--- config.mk ---
export PLATFORM = sky130hd
export DESIGN_NAME = gesture_tracker
export DESIGN_NICKNAME = d
export VERILOG_FILES = /design/src/rtl/gesture_pkg.sv /design/src/rtl/gesture_hist_buf.sv /design/src/rtl/gesture_tracker.sv
export SDC_FILE = /design/constraint.sdc
export NUM_CORES = 1
export LEC_CHECK = 0
export CORE_ASPECT_RATIO = 0.8
export CORE_UTILIZATION = 50
export CTS_CLUSTER_DIAMETER = 50
export DETAILED_ROUTE_END_ITERATION = 8
export PLACE_DENSITY = 0.76
export SYNTH_ARGS = -nofsm -noshare
export SYNTH_HDL_FRONTEND = slang
export SYNTH_SLANG_ARGS = --single-unit
export TNS_END_PERCENT = 20
--- constraint.sdc ---
create_clock -name i_clk -period 23.2 [get_ports i_clk]
set_input_delay 5.8 -clock i_clk [delete_from_list [all_inputs] [get_ports i_clk]]
set_output_delay 5.8 -clock i_clk [all_outputs]
set_load 0.01 [all_outputs]
--- src/rtl/gesture_pkg.sv ---
// gesture_pkg: shared types, constants and helper functions for the gesture tracker.
// Optional feature macro used elsewhere: GESTURE_TRACKER_SMOOTH_EN.
package gesture_pkg;

  localparam int COORD_W = 11;
  localparam logic [COORD_W-1:0] NOT_FOUND = 11'd2023;

  typedef enum logic [2:0] {
    DIR_NONE  = 3'd0,
    DIR_UP    = 3'd1,
    DIR_DOWN  = 3'd2,
    DIR_LEFT  = 3'd3,
    DIR_RIGHT = 3'd4,
    DIR_LOST  = 3'd5
  } dir_t;

  typedef enum logic [1:0] {
    S_EMPTY,
    S_FILL,
    S_TRACK,
    S_COOLDOWN
  } state_t;

  // Horizontal motion wins ties; a gesture needs at least thresh pixels on its axis.
  function automatic dir_t classifyDir(input logic signed [11:0] dx,
                                       input logic signed [11:0] dy,
                                       input int thresh);
    logic [11:0] absDx;
    logic [11:0] absDy;
    absDx = dx[11] ? 12'(-dx) : 12'(dx);
    absDy = dy[11] ? 12'(-dy) : 12'(dy);
    if ((absDx >= absDy) && (int'(absDx) >= thresh))
      return (dx > 12'sd0) ? DIR_RIGHT : DIR_LEFT;
    else if (int'(absDy) >= thresh)
      return (dy > 12'sd0) ? DIR_DOWN : DIR_UP;
    return DIR_NONE;
  endfunction

  // Linear extrapolation one frame ahead, clamped into [0, limit-1].
  function automatic logic [COORD_W-1:0] predictAxis(input logic [COORD_W-1:0] newest,
                                                     input logic [COORD_W-1:0] prev,
                                                     input int limit);
    logic signed [12:0] p;
    p = $signed({2'b00, newest}) + $signed({2'b00, newest}) - $signed({2'b00, prev});
    if (int'(p) < 0)
      return '0;
    else if (int'(p) > limit - 1)
      return COORD_W'(limit - 1);
    return p[COORD_W-1:0];
  endfunction

endpackage

--- src/rtl/gesture_hist_buf.sv ---
// gesture_hist_buf: circular register history of packed {x,y} centroids.
// Exposes the oldest, newest and previous entries plus the fill count.
module gesture_hist_buf #(
  parameter int DEPTH  = 8,
  parameter int DATA_W = 22,
  localparam int AW = $clog2(DEPTH),
  localparam int CW = $clog2(DEPTH + 1)
) (
  input  logic              clk_i,
  input  logic              rst_ni,
  input  logic              push_i,
  input  logic              flush_i,
  input  logic [DATA_W-1:0] data_i,
  output logic [DATA_W-1:0] oldest_o,
  output logic [DATA_W-1:0] newest_o,
  output logic [DATA_W-1:0] prev_o,
  output logic [CW-1:0]     count_o
);

  logic [DATA_W-1:0] mem_q [DEPTH];
  logic [AW-1:0]     wrPtr_q;
  logic [CW-1:0]     count_q;

  // Write pointer always points at the oldest slot once the buffer is full, so a push overwrites it.
  always_ff @(posedge clk_i or negedge rst_ni) begin
    if (!rst_ni) begin
      wrPtr_q <= '0;
      count_q <= '0;
      for (int i = 0; i < DEPTH; i++) mem_q[i] <= '0;
    end else if (flush_i) begin
      wrPtr_q <= '0;
      count_q <= '0;
    end else if (push_i) begin
      mem_q[wrPtr_q] <= data_i;
      wrPtr_q        <= wrPtr_q + AW'(1);
      if (count_q != CW'(DEPTH)) count_q <= count_q + CW'(1);
    end
  end

  assign oldest_o = mem_q[wrPtr_q - count_q[AW-1:0]];
  assign newest_o = mem_q[wrPtr_q - AW'(1)];
  assign prev_o   = mem_q[wrPtr_q - AW'(2)];
  assign count_o  = count_q;

endmodule

--- src/rtl/gesture_tracker.sv ---
// gesture_tracker: tracks detector centroids, predicts the next position and classifies gestures.
// Define GESTURE_TRACKER_SMOOTH_EN to low-pass filter present samples before use.
module gesture_tracker
  import gesture_pkg::*;
#(
  parameter int HIST_DEPTH  = 8,
  parameter int MOVE_THRESH = 48,
  parameter int LOST_LIMIT  = 4,
  parameter int COOLDOWN    = 8,
  parameter int WIDTH       = 640,
  parameter int HEIGHT      = 480
) (
  input  logic               i_clk,
  input  logic               i_rst_n,
  input  logic               i_valid,
  input  logic [10:0]        i_x,
  input  logic [10:0]        i_y,
  input  logic               i_clear,
  output logic               o_valid,
  output logic [2:0]         o_dir,
  output logic signed [11:0] o_dx,
  output logic signed [11:0] o_dy,
  output logic [10:0]        o_pred_x,
  output logic [10:0]        o_pred_y,
  output logic               o_tracking
);

  localparam int CW  = $clog2(HIST_DEPTH + 1);
  localparam int LW  = $clog2(LOST_LIMIT + 1);
  localparam int CDW = $clog2(COOLDOWN + 1);

  state_t state_q, stateD;
  logic [LW-1:0]  lost_q, lostD;
  logic [CDW-1:0] cool_q, coolD;
  logic pushD, flushD;

  logic valid_q, validD, tracking_q, trackingD;
  dir_t dir_q, dirD;
  logic signed [11:0] dx_q, dxD, dy_q, dyD;
  logic [10:0] predX_q, predXD, predY_q, predYD;

  logic [10:0] sampleX, sampleY;
  logic [21:0] oldest, newest, prev;
  logic [CW-1:0] histCount;
  logic missing, classifyNow, gesture, lostHit;
  logic signed [11:0] dx, dy;
  dir_t rawDir;

  assign missing = (i_x == NOT_FOUND) || (i_x >= 11'(WIDTH)) || (i_y >= 11'(HEIGHT));

`ifdef GESTURE_TRACKER_SMOOTH_EN
  logic [10:0] smX_q, smY_q;

  function automatic logic [10:0] smoothStep(input logic [10:0] s, input logic [10:0] in);
    logic signed [12:0] diff;
    logic signed [12:0] sum;
    diff = $signed({2'b00, in}) - $signed({2'b00, s});
    sum  = $signed({2'b00, s}) + (diff >>> 2);
    return sum[10:0];
  endfunction

  assign sampleX = (state_q == S_EMPTY) ? i_x : smoothStep(smX_q, i_x);
  assign sampleY = (state_q == S_EMPTY) ? i_y : smoothStep(smY_q, i_y);

  // Filter state follows every accepted sample; a fresh track reseeds it from the raw input.
  always_ff @(posedge i_clk or negedge i_rst_n) begin
    if (!i_rst_n) begin
      smX_q <= '0;
      smY_q <= '0;
    end else if (i_clear) begin
      smX_q <= '0;
      smY_q <= '0;
    end else if (i_valid && !missing && (state_q != S_COOLDOWN)) begin
      smX_q <= sampleX;
      smY_q <= sampleY;
    end
  end
`else
  assign sampleX = i_x;
  assign sampleY = i_y;
`endif

  gesture_hist_buf #(
    .DEPTH  (HIST_DEPTH),
    .DATA_W (22)
  ) u_hist (
    .clk_i    (i_clk),
    .rst_ni   (i_rst_n),
    .push_i   (pushD),
    .flush_i  (flushD),
    .data_i   ({sampleX, sampleY}),
    .oldest_o (oldest),
    .newest_o (newest),
    .prev_o   (prev),
    .count_o  (histCount)
  );

  assign dx          = $signed({1'b0, sampleX}) - $signed({1'b0, oldest[21:11]});
  assign dy          = $signed({1'b0, sampleY}) - $signed({1'b0, oldest[10:0]});
  assign rawDir      = classifyDir(dx, dy, MOVE_THRESH);
  assign classifyNow = (state_q == S_TRACK) ||
                       ((state_q == S_FILL) && (histCount == CW'(HIST_DEPTH - 1)));
  assign gesture     = classifyNow && (rawDir != DIR_NONE);
  assign lostHit     = (lost_q == LW'(LOST_LIMIT - 1));

  // State register together with the lost-frame and cooldown counters.
  always_ff @(posedge i_clk or negedge i_rst_n) begin
    if (!i_rst_n) begin
      state_q <= S_EMPTY;
      lost_q  <= '0;
      cool_q  <= '0;
    end else begin
      state_q <= stateD;
      lost_q  <= lostD;
      cool_q  <= coolD;
    end
  end

  // Next-state logic: decides pushes, flushes and counter updates for each incoming sample.
  always_comb begin
    stateD = state_q;
    lostD  = lost_q;
    coolD  = cool_q;
    pushD  = 1'b0;
    flushD = 1'b0;
    if (i_clear) begin
      stateD = S_EMPTY;
      lostD  = '0;
      coolD  = '0;
      flushD = 1'b1;
    end else if (i_valid) begin
      if (state_q == S_COOLDOWN) begin
        coolD = cool_q - CDW'(1);
        if (cool_q <= CDW'(1)) stateD = S_EMPTY;
      end else if (missing) begin
        if (lostHit) begin
          lostD  = '0;
          flushD = 1'b1;
          stateD = S_EMPTY;
        end else begin
          lostD = lost_q + LW'(1);
        end
      end else begin
        lostD = '0;
        if (gesture) begin
          flushD = 1'b1;
          coolD  = CDW'(COOLDOWN);
          stateD = S_COOLDOWN;
        end else begin
          pushD  = 1'b1;
          stateD = classifyNow ? S_TRACK : S_FILL;
        end
      end
    end
  end

  // Output logic: the result set that will be registered alongside the next o_valid pulse.
  always_comb begin
    validD    = 1'b0;
    dirD      = dir_q;
    dxD       = dx_q;
    dyD       = dy_q;
    predXD    = predX_q;
    predYD    = predY_q;
    trackingD = tracking_q;
    if (i_clear) begin
      dirD      = DIR_NONE;
      dxD       = '0;
      dyD       = '0;
      predXD    = NOT_FOUND;
      predYD    = NOT_FOUND;
      trackingD = 1'b0;
    end else if (i_valid) begin
      validD = 1'b1;
      dirD   = DIR_NONE;
      dxD    = '0;
      dyD    = '0;
      if (state_q == S_COOLDOWN) begin
        predXD    = NOT_FOUND;
        predYD    = NOT_FOUND;
        trackingD = 1'b0;
      end else if (missing) begin
        if (lostHit || (histCount == '0)) begin
          dirD      = lostHit ? DIR_LOST : DIR_NONE;
          predXD    = NOT_FOUND;
          predYD    = NOT_FOUND;
          trackingD = 1'b0;
        end else begin
          predXD    = (histCount == CW'(1)) ? newest[21:11] : predictAxis(newest[21:11], prev[21:11], WIDTH);
          predYD    = (histCount == CW'(1)) ? newest[10:0]  : predictAxis(newest[10:0],  prev[10:0],  HEIGHT);
          trackingD = 1'b1;
        end
      end else begin
        if (classifyNow) begin
          dirD = rawDir;
          dxD  = dx;
          dyD  = dy;
        end
        if (gesture) begin
          predXD    = NOT_FOUND;
          predYD    = NOT_FOUND;
          trackingD = 1'b0;
        end else begin
          predXD    = (histCount == '0) ? sampleX : predictAxis(sampleX, newest[21:11], WIDTH);
          predYD    = (histCount == '0) ? sampleY : predictAxis(sampleY, newest[10:0],  HEIGHT);
          trackingD = 1'b1;
        end
      end
    end
  end

  // Result registers; they hold between valid pulses and return to idle values on reset.
  always_ff @(posedge i_clk or negedge i_rst_n) begin
    if (!i_rst_n) begin
      valid_q    <= 1'b0;
      dir_q      <= DIR_NONE;
      dx_q       <= '0;
      dy_q       <= '0;
      predX_q    <= NOT_FOUND;
      predY_q    <= NOT_FOUND;
      tracking_q <= 1'b0;
    end else begin
      valid_q    <= validD;
      dir_q      <= dirD;
      dx_q       <= dxD;
      dy_q       <= dyD;
      predX_q    <= predXD;
      predY_q    <= predYD;
      tracking_q <= trackingD;
    end
  end

  assign o_valid    = valid_q;
  assign o_dir      = dir_q;
  assign o_dx       = dx_q;
  assign o_dy       = dy_q;
  assign o_pred_x   = predX_q;
  assign o_pred_y   = predY_q;
  assign o_tracking = tracking_q;

endmodule

# After elaboration in Yosys (flattened, before gate mapping)

Cells that the tools add are included.

Logic and storage cells: 231
Bits in registers: 243
Input port bits: 26

$lt $le $gt $ge: 21
Reductions and logical operators: 19
Bitwise gates (word level): 5
$add $sub $neg: 19
Equality and inequality tests: 12
Multiplexer cells: 135

Operators by type and width:

| operator                                                                               | count |
|---|---|
| 11-bit 2-to-1 mux                                                                      | 28 |
| 22-bit binary-select mux with 3-bit select                                             | 3 |
| 176-bit bitwise mux                                                                    | 1 |
| 22-bit 2-to-1 mux                                                                      | 7 |
| 12-bit 2-to-1 mux                                                                      | 12 |
| 22-bit demux with 3-bit select                                                         | 1 |
| 3-bit 2-to-1 mux                                                                       | 18 |
| 13-bit by 1-bit less-than comparator with 1-bit output (second input constant)         | 4 |
| 12-bit by 11-bit subtractor with 13-bit output                                         | 4 |
| 11-bit by 11-bit adder with 12-bit output                                              | 4 |
| 1-bit 2-to-1 mux                                                                       | 48 |
| 4-bit 2-to-1 mux                                                                       | 8 |
| 13-bit by 10-bit > comparator with 1-bit output (second input constant)                | 2 |
| 13-bit by 11-bit > comparator with 1-bit output (second input constant)                | 2 |
| 12-bit by 6-bit greater-or-equal comparator with 1-bit output (second input constant)  | 2 |
| 12-bit by 1-bit > comparator with 1-bit output (second input constant)                 | 2 |
| 12-bit negator                                                                         | 2 |
| 11-bit by 11-bit subtractor with 12-bit output                                         | 2 |
| 2-bit 2-to-1 mux                                                                       | 9 |
| 4-bit greater-or-equal comparator (second input constant)                              | 4 |
| 3-bit inverter with 4-bit output                                                       | 4 |
| 12-bit greater-or-equal comparator                                                     | 1 |
| 11-bit == test (second input constant)                                                 | 1 |
| 11-bit by 10-bit greater-or-equal comparator with 1-bit output (second input constant) | 1 |
| other kinds (26)                                                                       | 41 |

# Logic depth before layout (Yosys ltp)

Gate-level depths: netlist of the first run.

Word-level depth: 26
Depth in mapped cells: 37

# Cells and area by module

Synthesis of the first run repeated with hierarchy kept, for this count alone.

Cells, all modules: 1610
Area, all modules: 18549.0 sq um

Modules (own cells, without submodules):

| module           | cells each | area an instance (sq um) | times used |
|---|---|---|---|
| gesture_hist_buf | 666        | 10963.0                  | 1 |
| gesture_tracker  | 944        | 7586.0                   | 1 |

# Least setup slack after synthesis of the first run

No wires, ideal clock.

Path kind: input to register
From: in i_x[0]
To: reg u_hist.mem_q[24] (netlist bit)
Path buffers: 3
Library setup time: 0.125 ns
Cell stages on the path: 24
Arrival time: 10.465 ns
Setup slack: 12.610 ns
Cell sequence: clkbuf_1 inv_1 ha_1 inv_1 fa_1 a211oi_2 nor2_1 xor2_1 or3_1 nand2_1 xnor2_1 ha_1 a21o_1 a21oi_1 o21ai_0 a21o_1 a21oi_1 a221oi_2 o32ai_4 a21oi_2 buf_6 nor4b_4 buf_6 mux2_4

Longest elaborated chain between the ends: 16
Elaborated cells on any way between the ends: 29
Classes of those cells: add/sub: 2; order compare: 4; eq/ne: 1; mux: 15; bitwise: 1; reduce/logical: 6

RTL lines:

| element                                                                                                                    | RTL line               | source |
|---|---|---|
| start, declared                                                                                                            | gesture_tracker.sv:16  | `input logic [10:0] i_x,` |
| 11-bit by 11-bit subtractor with 12-bit output                                                                             | gesture_tracker.sv:98  | `assign dx = $signed({1'b0, sampleX}) - $signed({1'b0, oldest[21:11]});` |
| 12-bit negator                                                                                                             | gesture_pkg.sv:30      | `absDx = dx[11] ? 12'(-dx) : 12'(dx);` |
| 12-bit 2-to-1 mux                                                                                                          | gesture_pkg.sv:30      |  |
| 12-bit greater-or-equal comparator / 12-bit by 6-bit greater-or-equal comparator with 1-bit output (equally long branches) | gesture_pkg.sv:32      | `if ((absDx >= absDy) && (int'(absDx) >= thresh))` |
| 1-bit logical AND                                                                                                          | gesture_pkg.sv:32      |  |
| 3-bit 2-to-1 mux / 1-bit 2-to-1 mux (equally long branches)                                                                | gesture_pkg.sv:32      |  |
| 3-bit 2-to-1 mux                                                                                                           | gesture_pkg.sv:36      | `return DIR_NONE;` |
| 3-bit nonzero test                                                                                                         | gesture_tracker.sv:103 | `assign gesture = classifyNow && (rawDir != DIR_NONE);` |
| 1-bit logical AND                                                                                                          | gesture_tracker.sv:103 |  |
| 1-bit 2-to-1 mux                                                                                                           | gesture_tracker.sv:145 | `if (gesture) begin` |
| 1-bit 2-to-1 mux                                                                                                           | gesture_tracker.sv:135 | `end else if (missing) begin` |
| 1-bit 2-to-1 mux                                                                                                           | gesture_tracker.sv:132 | `if (state_q == S_COOLDOWN) begin` |
| 1-bit 2-to-1 mux                                                                                                           | gesture_tracker.sv:131 | `end else if (i_valid) begin` |
| 1-bit 2-to-1 mux                                                                                                           | gesture_tracker.sv:126 | `if (i_clear) begin` |
| 1-bit inverter (no source line)                                                                                            | -                      |  |
| 2-bit AND reduction (no source line) (*)                                                                                   | -                      |  |
| end signal, assigned by index                                                                                              | gesture_hist_buf.sv:34 | `mem_q[wrPtr_q] <= data_i;` |
| end, declared                                                                                                              | gesture_hist_buf.sv:20 | `logic [DATA_W-1:0] mem_q [DEPTH];` |

Every way passes the cells marked *; elsewhere a longest branch is shown, timed or not.
A chain may end at the register's enable or synchronous reset.

# Worst setup path in the final report of the first run

From: in i_y[0]
To: reg u_hist.mem_q[116] (netlist bit)

Longest elaborated chain between the ends: 16
Elaborated cells on any way between the ends: 29
Classes of those cells: add/sub: 2; order compare: 4; mux: 17; bitwise: 1; reduce/logical: 5

RTL lines:

| element                                                                                                                    | RTL line                             | source |
|---|---|---|
| start, declared                                                                                                            | gesture_tracker.sv:17                | `input logic [10:0] i_y,` |
| 11-bit by 11-bit subtractor with 12-bit output                                                                             | gesture_tracker.sv:99                | `assign dy = $signed({1'b0, sampleY}) - $signed({1'b0, oldest[10:0]});` |
| 12-bit negator                                                                                                             | gesture_pkg.sv:31                    | `absDy = dy[11] ? 12'(-dy) : 12'(dy);` |
| 12-bit 2-to-1 mux                                                                                                          | gesture_pkg.sv:31                    |  |
| 12-bit by 6-bit greater-or-equal comparator with 1-bit output / 12-bit greater-or-equal comparator (equally long branches) | gesture_pkg.sv:34, gesture_pkg.sv:32 |  |
| 1-bit 2-to-1 mux / 1-bit logical AND (equally long branches)                                                               | gesture_pkg.sv:34, gesture_pkg.sv:32 |  |
| 1-bit 2-to-1 mux / 3-bit 2-to-1 mux (equally long branches)                                                                | gesture_pkg.sv:32                    |  |
| 3-bit 2-to-1 mux                                                                                                           | gesture_pkg.sv:36                    |  |
| 3-bit nonzero test                                                                                                         | gesture_tracker.sv:103               |  |
| 1-bit logical AND                                                                                                          | gesture_tracker.sv:103               |  |
| 1-bit 2-to-1 mux                                                                                                           | gesture_tracker.sv:145               |  |
| 1-bit 2-to-1 mux                                                                                                           | gesture_tracker.sv:135               |  |
| 1-bit 2-to-1 mux                                                                                                           | gesture_tracker.sv:132               |  |
| 1-bit 2-to-1 mux                                                                                                           | gesture_tracker.sv:131               |  |
| 1-bit 2-to-1 mux                                                                                                           | gesture_tracker.sv:126               |  |
| 1-bit inverter (no source line)                                                                                            | -                                    |  |
| 2-bit AND reduction (no source line) (*)                                                                                   | -                                    |  |

Every way passes the cells marked *; elsewhere a longest branch is shown, timed or not. The select of a mux whose other input is x is not followed.

==> results of run 1 <==
-- through the flow --
| step | hold slack (ps) | cell area (um^2) |
|---|---|---|
| after floorplan | 482 | 18500 |
| after global placement | 462 | 19700 |
| after detailed placement | 471 | 19700 |
| after CTS | 484 | 20700 |
| after global routing | 500 | 20700 |
| final | 482 | 20700 |
-- cell type report --
| cell class | instances | area [um^2] | area share [%] |
|---|---|---|---|
| timing repair buffer | 102 | 961 | 4.63 |
| multi-input combinational | 1229 | 11800 | 57.0 |
| clock buffer | 43 | 871 | 4.20 |
| clock inverter | 13 | 168 | 0.808 |
| sequential | 243 | 6110 | 29.5 |
| tap | 480 | 601 | 2.90 |
| inverter | 55 | 206 | 0.996 |
-- power breakdown --
part / internal, uW / switching, uW
sequential: 434 / 10.2
combinational: 126 / 193
clock: 288 / 205
total: 848 / 408
-- cell usage after synthesis (10+ instances only) --
cell        n
mux2_4     20
mux2_2    106
clkbuf_1   60
and2_1     20
a211oi_1   15
dfrtp_1   225
nand2b_1   10
ha_1       92
nor2b_1    31
mux4_2    132
xor2_1     29
a31oi_1    35
or3_1      10
a22o_1     16
and3_1     10
nor2_1     86
xnor2_1    35
nand3_1    26
buf_1      11
mux2_1     40
a21oi_1    66
a21o_1     29
o211ai_1   11
o21a_1     18
mux2i_1    61
dfstp_2    18
nand2_1    76
buf_2      12
inv_1      55
o21ai_0    68
nor3_1     22
-- registers in the layout, indices dropped and copies added (netlist names) --
register / count
u_hist.mem_q: 176
o_dx: 12
u_hist.count_o: 4
lost_q: 3
o_dy: 12
o_dir: 3
state_q: 2
o_pred_y: 11
o_pred_x: 11
o_valid: 1
cool_q: 4
o_tracking: 1
u_hist.wrPtr_q: 3
-- cell families after synthesis --
kind of cell | Yosys count | share of synthesized area, %
flip-flops | 243 | 32.9
AND/OR/NAND/NOR | 349 | 10.3
multiplexers | 359 | 29.8
buffers and inverters | 154 | 3.59
adder cells (fa/ha/maj) | 99 | 6.96
XOR/XNOR | 64 | 3.02
AO/OA/AOI/OAI | 358 | 13.4
-- worst reg2reg max path, delay by kind of cell, from the launching register on --
| kind | cells | cell delay (ps) |
|---|---|---|
| AO/OA/AOI/OAI | 13 | 2900 |
| multiplexers | 3 | 1390 |
| buffers and inverters | 4 | 1260 |
| adder cells (fa/ha/maj) | 4 | 1260 |
| AND/OR/NAND/NOR | 2 | 770 |
| flip-flops | 1 | 630 |
| XOR/XNOR | 2 | 380 |
-- cells in the final DEF (no fill, tap or decap), drive strengths merged, types with 7 or more instances in the layout --
cell type,n
a211oi,16
a21o,29
a21oi,67
a221oi,10
a22o,16
a31oi,35
and2,22
and3,10
buf,27
clkbuf,43
clkdlybuf4s50,75
dfrtp,225
dfstp,18
fa,7
ha,92
inv,63
mux2,166
mux2i,61
mux4,132
nand2,76
nand2b,10
nand3,26
nand4,9
nor2,86
nor2b,31
nor3,22
o211ai,11
o21a,18
o21ai,70
o22ai,7
o2bb2ai,7
o31ai,9
o32ai,8
or2,10
or3,11
xnor2,35
xor2,29
-- worst paths after layout --
path,start,end,slack [ps]
max,i_y[0],u_hist.mem_q[116],11510
min,o_dy[11],o_dy[11],480
max reg2reg,u_hist.wrPtr_q[0],u_hist.mem_q[116],14500
min reg2reg,o_dy[11],o_dy[11],480
max in group asynchronous,i_rst_n,u_hist.mem_q[0],16300
min in group asynchronous,i_rst_n,o_dx[4],5300
-- metal layers --
metal  GRT usage [%]  vias up
li1                -     6332
met1            40.6     7323
met4            8.07        2
met3            7.14      116
met5               0        -
met2            43.2      743
==> run metrics, run 1 <==
status completed; routed vias 14516; Synth Register Bits 243; core area 36200 um^2; Worst Skew 24.3 ps; GRT Total Usage 28.5%; final worst path period need 11690 ps; Post-Syn Area 18500 um^2; final hold vios 0; final WL 53300 um; final instance count without filler cells 2165; Post-CTS Resized 0; post-synth net total 1751; Ports 77; Layout Area Growth over Synthesis 11.9%; Critical Path RT 23670 ps; peak supply drop 0.0000654 V; worst path arrival time 12160 ps; top cells by area, synth dfrtp_1 30%, mux4_2 16%, mux2_2 6.4%; Max Used Layer met5; Crit path depth 21; maximum clock frequency 85.6 MHz; crit start category input port; Final WS setup 11510 ps; clk root buf clkbuf_16; fillcell total 2931; clock slew at reported path FFs 60 ps; number of setup buffers added after CTS 0; Pwr Total 1260 uW; unrepaired setup endpoints after global routing false; DRT Pass-1 Iters 5; Leak 0.00892 uW; via/cell ratio 6.70; critical path's largest stage delay 710 ps; layout cell share with drive strength beyond 1 23.4%; initial antenna violation count 1; CP Class in -> reg; HP Class reg -> reg; Worst-Margin Slew 1030 ps; number of global-route vias before repair 14037; CTS buffer count 31; Slew headroom 31.0%; ys flop type dfrtp_1; initial core utilization 51.2%; final setup TNS 0 ps; GP Congestion 0.936; routed wl met2 23600 um; top cell type by total area after synthesis dfrtp_1; # hold bufs at CTS 0; detailed-route DRC error count 0; WL met3 5380 um; Pwr per Cell Area 60.6 nW/um^2; Worst path top cell family by delay compound AO/OA/AOI/OAI gates; Critical path buffers and inverters 3; die height 174 um; # port buffers 76; Inst Count DP 2109; largest net degree at the start of global routing 110; CTS H-tree lvls 1; diode count 0; crit-path cells clkdlybuf4s50_1 -> inv_1 -> ha_1 -> fa_1 -> xor2_1 -> nand3_1 -> or2_2 -> o21ai_0 -> xnor2_1 -> ha_1 -> a21o_1 -> a21oi_1 -> o21ai_0 -> a21o_1 -> a21oi_1 -> a221oi_2 -> o32ai_4 -> a21oi_2 -> nor4b_4 -> buf_4 -> mux2_2; Min-Delay Path Depth 2; top-area cell type share of the netlist area 30.4%; Max Cap Violations 0; CTS tree done; Slowest-stage cell, CP clkdlybuf4s50_1; worst r2r path cells 28; Syn Area/Cell 11.4 um^2; CTS sink cnt 243; Yosys cell types 88; Slew Viols, Final 0; antenna viol nets, final 0; DP HPWL 36700 um; Total Nets Final 1787; core occupancy in the finished layout 57.2%; Worst Setup Slack post-DPL 11050 ps; DRT iter0 DRCs 1758; clock tree buffer depth 3; Crit. End Element flip-flop; grt total ovfl 0; final worst path period share 50.4%; first-pass GRT wire length 83800 um; post-synthesis sequential area ratio 32.9%; row count 62; synth warn 0; Die Area 37900 um^2; number of flops mapped to enable cells by yosys 0; Final setup violation count 0; clk_lat worst skew 600 ps; cells after synthesis 1626; wire per inst 24.6 um; ys async rst share 100%; Crit Path Max Fanout 17; die width 217 um; M1 WL 22600 um
Power figures use the tool's default switching activity.
==> inputs of run 2 (changes only) <==
Settings changed: PLACE_DENSITY 0.76 to 0.78.
Clock period 23.2 ns to 10.45 ns, I/O delays scaled along.
==> run 2 against run 1 <==
  * Hold slack lost 4.5 ps
  * Combinational power grew 120%
  * Largest power group unchanged
  * Flip-flop and latch count is the same
  * Count of clock-buffer cells in the layout shrank 9
==> run metrics, run 2 (synthesis results as in run 1) <==
status completed; flop2flop setup slack 1860 ps; Leak 0.00894 uW; clock tree buffer depth 3; clock slew at reported path FFs 60 ps; reg2reg start u_hist.wrPtr_q[0]; GP Congestion 0.955; initial core utilization 51.2%; Clk pwr share 39.8%; GRT Total Usage 27.8%; HP Start o_dx[0]; DRT Pass-1 Iters 5; Final setup violation count 0; Net Sw Power 895 uW; number of global-route vias before repair 14120; Ports 77; final worst path period need 8590 ps; die height 174 um; Total Nets Final 1787; max reg flops 176; HP Class reg -> reg; wire per inst 24.2 um; Crit Path Max Fanout 44; Slowest-stage cell, CP a21oi_2; RR Endpoint u_hist.mem_q[148]; Worst Skew 18.3 ps; CP Class reg -> reg; row count 62; Layout Area Growth over Synthesis 12.1%; DRT iter0 DRCs 1587; Crit. End Element flip-flop; peak supply drop 0.000125 V; final instance count without filler cells 2164; antenna viol nets, final 0; maximum clock frequency 116 MHz; CTS sink cnt 243; WHS Endpoint o_dx[0]; Inst Count DP 2110; Critical Path RT 10900 ps; routed vias 14611; Final WS setup 1860 ps; Largest Register u_hist.mem_q; Final Instance Area 20800 um^2; Net Sw Frac 31.8%; Die Area 37900 um^2; Reg power frac 35.0%; Pwr Total 2820 uW; worst r2r path cells 28; worst path arrival time 9040 ps; number of setup buffers added after CTS 0; grt total ovfl 0; # hold bufs at CTS 0; Max Cap Violations 0; commonest non-fill, non-tap cell in the layout dfrtp_1; # port buffers 76; Slew headroom 23.8%; die width 217 um; core area 36200 um^2; Slew Viols, Final 0; final setup TNS 0 ps; Post-Place Cell Area 19700 um^2; most frequent cells in the layout 223 x dfrtp_1, 132 x mux4_2, 106 x mux2_2; DP HPWL 36400 um; Min-Delay Path Depth 2; crit start category flip-flop; largest net degree at the start of global routing 128; CTS tree done; Worst-Margin Slew 1140 ps; final WL 52500 um; initial antenna violation count 1; Worst Setup Slack post-DPL 1470 ps; clk_lat worst skew 580 ps; Pwr per Cell Area 136 nW/um^2; clk root buf clkbuf_16; final worst path period share 82.2%; CTS H-tree lvls 1; diode count 0; layout cell share with drive strength beyond 1 23.7%; CTS buffer count 30; via/cell ratio 6.75; Gate power share 25.2%; critical path's largest stage delay 720 ps; Pint 1920 uW; unrepaired setup endpoints after global routing false; detailed-route DRC error count 0; final hold vios 0; first-pass GRT wire length 82100 um; Post-CTS Resized 0
[run 2: routing by layer]
| metal | wire length [um] | share of wire, % | vias to the layer above | global-route usage (%) |
|---|---|---|---|---|
| met5 | 13 | 0.025 | - | 0 |
| met1 | 22100 | 42 | 7381 | 39.3 |
| met4 | 1590 | 3.0 | 2 | 8.36 |
| met2 | 23600 | 45 | 762 | 42.3 |
| li1 | - | - | 6338 | - |
| met3 | 5160 | 9.8 | 128 | 6.89 |
[run 2: final cells by class]
class                   instances  area [um^2]
well taps                     480          601
clock buffers                  34          796
fillers                      2874        15500
multi-input cells            1229        11800
flip-flops and latches        243         6110
clock inverters                20          273
inverters                      55          206
repair buffers                103          968
[run 2: critical path: cells and delay by family, from the launching register on]
kind / cells / cell delay, ps
AOI/OAI and AO/OA: 12 / 3040
xor gates and xnor gates: 2 / 310
adders and majority gates: 4 / 1320
buffers and inverters: 3 / 820
DFF: 1 / 650
muxes: 3 / 1290
and+or+nand+nor: 4 / 950
[run 2: worst max path at each step]
stage	slack [ps]	endpoint	cells after the start	from
floorplan	1700	u_hist.mem_q[24]	34	u_hist.wrPtr_q[0]
global placement	1700	u_hist.mem_q[60]	18	i_y[0]
detailed placement	1470	u_hist.mem_q[90]	18	i_y[0]
CTS	1990	u_hist.mem_q[148]	28	u_hist.wrPtr_q[0]
global route	1500	o_pred_x[9]	29	u_hist.wrPtr_q[0]
finish	1860	u_hist.mem_q[148]	28	u_hist.wrPtr_q[0]
[run 2: power by group through the flow]
stage,combinational (uW),sequential [uW],clock (uW)
6_report,710,986,1120
5_1_grt,776,987,1170
4_1_cts,699,984,1130
3_5_place_dp,695,1000,0
3_3_place_gp,677,999,0
2_1_floorplan,514,993,0
[run 2: per-stage QoR]
step	utilization, %	hold slack (ps)
floorplan	-	482
global placement	54.4	462
detailed placement	54.4	472
CTS	57.3	484
global route	57.3	507
finish	57.3	478
